===== src/rtl/hazard_scoreboard.sv =====
// Hazard and forwarding controller for the in-order pipeline.
// Tracks in-flight destination registers through DEPTH post-decode stages
// (1=E ... DEPTH=W), stalls D on results that are not ready yet, and
// registers per-operand forwarding selects that line up with the
// instruction once it reaches E.
module hazard_scoreboard #(
    parameter int REG_ADDR_W = 5,
    parameter int DEPTH      = 3,
    parameter int LOAD_READY = 2,
    parameter int CNT_W      = 16,
    parameter int SEL_W      = $clog2(DEPTH + 1)
) (
    input  logic                  clk,
    input  logic                  rst,
    input  logic                  id_valid,
    input  logic [REG_ADDR_W-1:0] id_rs,
    input  logic [REG_ADDR_W-1:0] id_rt,
    input  logic                  id_use_rs,
    input  logic                  id_use_rt,
    input  logic [REG_ADDR_W-1:0] id_dst,
    input  logic                  id_we,
    input  logic                  id_is_load,
    input  logic                  flush,
    input  logic                  hold,
    output logic                  stall_f,
    output logic                  stall_d,
    output logic                  flush_e,
    output logic [SEL_W-1:0]      fwd_a_sel,
    output logic [SEL_W-1:0]      fwd_b_sel,
    output logic [CNT_W-1:0]      stall_cnt
);

    // A load result only becomes usable at the end of its ready stage, and a
    // producer in the last stage must already be in the register file.
    if ((LOAD_READY < 1) || (LOAD_READY > DEPTH - 1)) begin : g_cfg_check
        $error("hazard_scoreboard: LOAD_READY must lie in 1..DEPTH-1");
    end

    // Forwarding select for a matched producer stage. The last stage has
    // already written the register file on the negedge, so it maps to 0.
    function automatic logic [SEL_W-1:0] next_sel(input logic [SEL_W-1:0] m);
        logic [SEL_W-1:0] r;
        if ((m != '0) && (m < SEL_W'(DEPTH))) begin
            r = m + SEL_W'(1);
        end else begin
            r = '0;
        end
        return r;
    endfunction

    logic [DEPTH:1]        valid_r;
    logic [DEPTH:1]        we_r;
    logic [DEPTH:1]        load_r;
    logic [REG_ADDR_W-1:0] dst_r [1:DEPTH];

    logic [SEL_W-1:0] match_a_s;
    logic [SEL_W-1:0] match_b_s;
    logic [SEL_W-1:0] rdy_a_s;
    logic [SEL_W-1:0] rdy_b_s;
    logic             haz_s;
    logic             insert_s;

    // Youngest matching producer per source; scanning oldest-first lets the
    // lowest stage index overwrite older matches.
    always_comb begin
        match_a_s = '0;
        match_b_s = '0;
        rdy_a_s   = SEL_W'(1);
        rdy_b_s   = SEL_W'(1);
        for (int s = DEPTH; s >= 1; s--) begin
            if (id_use_rs && (id_rs != '0) && valid_r[s] && we_r[s] && (dst_r[s] == id_rs)) begin
                match_a_s = SEL_W'(s);
                rdy_a_s   = load_r[s] ? SEL_W'(LOAD_READY) : SEL_W'(1);
            end else begin
                match_a_s = match_a_s;
            end
            if (id_use_rt && (id_rt != '0) && valid_r[s] && we_r[s] && (dst_r[s] == id_rt)) begin
                match_b_s = SEL_W'(s);
                rdy_b_s   = load_r[s] ? SEL_W'(LOAD_READY) : SEL_W'(1);
            end else begin
                match_b_s = match_b_s;
            end
        end
    end

    // Stall when a used source comes from a stage whose result is not ready;
    // a flushed D instruction never stalls.
    always_comb begin
        haz_s    = id_valid && !flush &&
                   (((match_a_s != '0) && (match_a_s < rdy_a_s)) ||
                    ((match_b_s != '0) && (match_b_s < rdy_b_s)));
        insert_s = id_valid && !haz_s && !flush;
    end

    assign stall_f = haz_s;
    assign stall_d = haz_s;
    assign flush_e = (haz_s || flush) && !hold;

    // Advance the in-flight entry pipe; D enters stage 1 or a bubble does.
    always_ff @(posedge clk or negedge rst) begin
        if (!rst) begin
            valid_r <= '0;
            we_r    <= '0;
            load_r  <= '0;
            for (int s = 1; s <= DEPTH; s++) begin
                dst_r[s] <= '0;
            end
        end else if (!hold) begin
            for (int s = DEPTH; s >= 2; s--) begin
                valid_r[s] <= valid_r[s-1];
                we_r[s]    <= we_r[s-1];
                load_r[s]  <= load_r[s-1];
                dst_r[s]   <= dst_r[s-1];
            end
            valid_r[1] <= insert_s;
            we_r[1]    <= insert_s && id_we;
            load_r[1]  <= insert_s && id_is_load;
            dst_r[1]   <= id_dst;
        end
    end

    // Register forwarding selects so they accompany the instruction into E.
    always_ff @(posedge clk or negedge rst) begin
        if (!rst) begin
            fwd_a_sel <= '0;
            fwd_b_sel <= '0;
        end else if (!hold) begin
            fwd_a_sel <= insert_s ? next_sel(match_a_s) : '0;
            fwd_b_sel <= insert_s ? next_sel(match_b_s) : '0;
        end
    end

    // Saturating count of cycles spent stalled (frozen cycles excluded).
    always_ff @(posedge clk or negedge rst) begin
        if (!rst) begin
            stall_cnt <= '0;
        end else if (haz_s && !hold && (stall_cnt != {CNT_W{1'b1}})) begin
            stall_cnt <= stall_cnt + CNT_W'(1);
        end
    end

endmodule


===== config.mk =====
export PLATFORM = sky130hd
export DESIGN_NAME = hazard_scoreboard
export DESIGN_NICKNAME = d
export VERILOG_FILES = /design/src/rtl/hazard_scoreboard.sv
export SDC_FILE = /design/constraint.sdc
export NUM_CORES = 1
export LEC_CHECK = 0
export BUFFER_PORTS_ARGS = -buffer_cell sky130_fd_sc_hd__buf_4
export CAP_MARGIN = 20
export CORE_MARGIN = 2
export CORE_UTILIZATION = 45
export DETAILED_ROUTE_END_ITERATION = 7
export PLACE_DENSITY = 0.74
export REMOVE_ABC_BUFFERS = 1
export SYNTH_ARGS = -nofsm -noshare
export SYNTH_HDL_FRONTEND = slang
export SYNTH_SLANG_ARGS = --single-unit

===== constraint.sdc =====
create_clock -name clk -period 4.15 [get_ports clk]
set_clock_uncertainty 0.05 [all_clocks]
set_input_delay 0.6225 -clock clk [delete_from_list [all_inputs] [get_ports clk]]
set_output_delay 0.6225 -clock clk [all_outputs]
set_load 0.03 [all_outputs]

==> impl_metrics.toml <==
[placement]
placement.cell_area_um2 = 2910
placedCellCount = 341
hpwl_um = 3790
gp_congestion = 0.908
io_buffers = 46

[synth]
synthTopCellsByArea = "dfrtp_1 (44%), mux2_2 (10%), xnor2_1 (8.8%)"
ys_warn_count = 0
synthCells = 225
ys_types = 38
syn_avg_cell_area_um2 = 11.0
synth_ff_type = "dfrtp_1"
synth_top_area_frac = 0.443
synth_most_common_cell = "dfrtp_1"
async_reset_ff_frac = 1.00
synth_common_cells = "dfrtp_1 (44), xnor2_1 (25), mux2_2 (23)"
synth_edf_count = 0
yosysTopAreaCell = "dfrtp_1"
yosys_register_bits = 44
synthesis.area_um2 = 2480
yosysSeqAreaShare = 0.443

[critical_path]
crit_chain = "buf_4 > or4_4 > o21ai_4 > or3_4 > a21o_1 > inv_1 > ha_1 > inv_2 > or4_4 > o311ai_4 > o32a_1 > buf_4 > nor2_4 > buf_4"
crit_path_end_kind = "primary output"
path_max_fanout = 3
critical_path_class = "input pin to primary output"
worstReg2RegEnd = "stall_cnt[1]$_DFFE_PN0P_"
crit_slowest_cell = "or4_4"
worst_r2r_startpoint = "dst_r[13]$_DFFE_PN0N_"
critPathLaunchType = "input pin"
reg2regPathDepth = 13
crit_required_ns = 3.48
critical_path.most_common_cell = "buf_4"
cpPeakStageDelay_ns = 0.55
worstPathArrival_ns = 3.46
r2r_slack_ns = 0.49

[timing]
finalMaxSlewViolations = 0
max_clock_freq_mhz = 242
finalHoldViolations = 0
rsz0062_at_grt = "yes"
setup-tns-final_ns = 0
setup_viol = 0
relSlewSlack = 0.637
finalCriticalPeriod_ns = 4.14
worst_pin_slew_ns = 0.545
fin_hold_ws_ns = 0.249
finalCritPeriodShare = 0.997

[clock_network]
clk_pin_slew_ns = 0.09
numCtsBuffers = 5
cts_buffer_depth = 2
h-tree-depth = 2
root_buffer = "clkbuf_8"
cts_tree = "yes"
hold_buffers = 0
clk_latency_ns = 0.30
cts.sinks = 44

[cells_and_area]
final_util = 0.595
antennaDiodeCount = 0
fin_area_um2 = 3210
fin_nets = 318
syn_to_final_growth_pct = 29.4
seq_area_um2 = 1100
drive_above_1_share = 0.403
instances_no_fill = 360
nFillCells = 472
multiInputGateArea_um2 = 1420

[power]
powerDensity_nw_per_um2 = 289
peakVddDrop_uv = 204
power.leakage_nw = 1.48

[route]
drt-pass1-iter-count = 4
drt_iter0_markers = 84
via_count = 1906
drc_errors = 0
wl_per_cell_um = 14.8
ant_nets = 0
vias_per_cell = 5.29
wirelength_um = 5340

[global_routing]
grt_pass1_wl_um = 9410
grt_use_total = 0.195
grt_pass1_vias = 1968
grt_max_degree = 45
overflow = 0
antenna_found_initial = 0

[floorplan]
pin_count = 47
core_area_um2 = 5410
die_h_um = 78.3
dieArea_um2 = 6130
die_x_um = 78.3
start_util = 0.459
rows = 27

[hold_path]
hold_class = "input pin to async pin"

[job]
maxCapViolations = 0

[outcome]
outcome = "finished clean"
-- layout by cell type (no fill, tap or decap), drive strengths merged --
cell type,Yosys,final
clkinvlp,0,2
and2,2,2
nor3b,2,2
ha,7,7
nand3,9,9
xnor2,25,25
buf,4,62
a22oi,1,1
nor2,15,15
nor3,6,6
or3,2,2
nand2b,1,1
inv,7,7
dfrtp,44,44
nor4,5,5
or4,5,5
and3,1,1
mux2i,1,1
o311ai,1,1
and4,1,1
nand2,9,9
a21o,3,3
o21ai,2,2
nand4,12,12
nor2b,1,1
a22o,8,8
mux2,23,23
a21oi,2,2
xor2,19,19
o32a,1,1
o21a,1,1
clkbuf,3,6
or2,2,2
-- sequential cells by signal, indices dropped and copies added (netlist names) --
| register | flops |
|---|---|
| dst_r | 15 |
| fwd_a_sel | 2 |
| fwd_b_sel | 2 |
| load_r | 3 |
| stall_cnt | 16 |
| valid_r | 3 |
| we_r | 3 |
-- timing repair --
item	in CTS	in global routing
setup buffers	11	1
hold endpoints to repair	0	0
gates resized for setup	18	8
setup endpoints to repair	1	3
pin swaps	11	9
-- worst max path at each step --
stage / start / to / slack, ns / cells after the start
after global routing: id_rt[1] / flush_e / -0.13 / 16
final: id_rt[1] / stall_f / 0.01 / 14
after detailed placement: id_rt[1] / flush_e / -0.09 / 16
after global placement: id_rt[1] / flush_e / 0.05 / 16
after floorplan: id_rs[3] / stall_d / -0.22 / 10
after CTS: id_rt[1] / flush_e / 0.01 / 16
-- cell families after synthesis --
| group | synth area share |
|---|---|
| AOI/OAI and AO/OA | 0.0620 |
| adders and majority gates | 0.0353 |
| muxes | 0.108 |
| and+or+nand+nor | 0.167 |
| buffers and inverters | 0.0292 |
| DFF | 0.443 |
| xor gates and xnor gates | 0.155 |
-- layer usage --
metal	track usage	routed length, um	vias up
met5	0	0	-
met4	0.0579	87	0
met3	0.0448	229	8
met2	0.314	2610	48
met1	0.264	2410	930
li1	-	-	920
-- critical path, delay by kind of cell --
kind	cells	cell delay [ns]
AO/OA/AOI/OAI	4	0.68
adder cells (fa/ha/maj)	1	0.31
buffers and inverters	5	0.53
AND/OR/NAND/NOR	4	1.31
-- per-stage QoR --
stage / total power [mW] / setup slack, ns
final: 0.930 / 0.0141
after CTS: 0.939 / 0.0130
after floorplan: 0.583 / -0.218
after global placement: 0.643 / 0.0492
after detailed placement: 0.648 / -0.0941
after global routing: 0.986 / -0.126
-- where the power goes --
group,total [mW],switching (mW),internal [mW]
registers,0.498,0.0397,0.458
clock network,0.284,0.149,0.135
logic,0.148,0.0637,0.0845
-- cell type report --
class / count / share of cell area
clock inverter: 2 / 0.00467
sequential: 44 / 0.343
timing repair buffer: 62 / 0.149
tap: 72 / 0.0280
clock buffer: 6 / 0.0257
inverter: 7 / 0.00817
multi-input combinational: 167 / 0.441
Note: power is estimated with default switching activity, not from simulation.
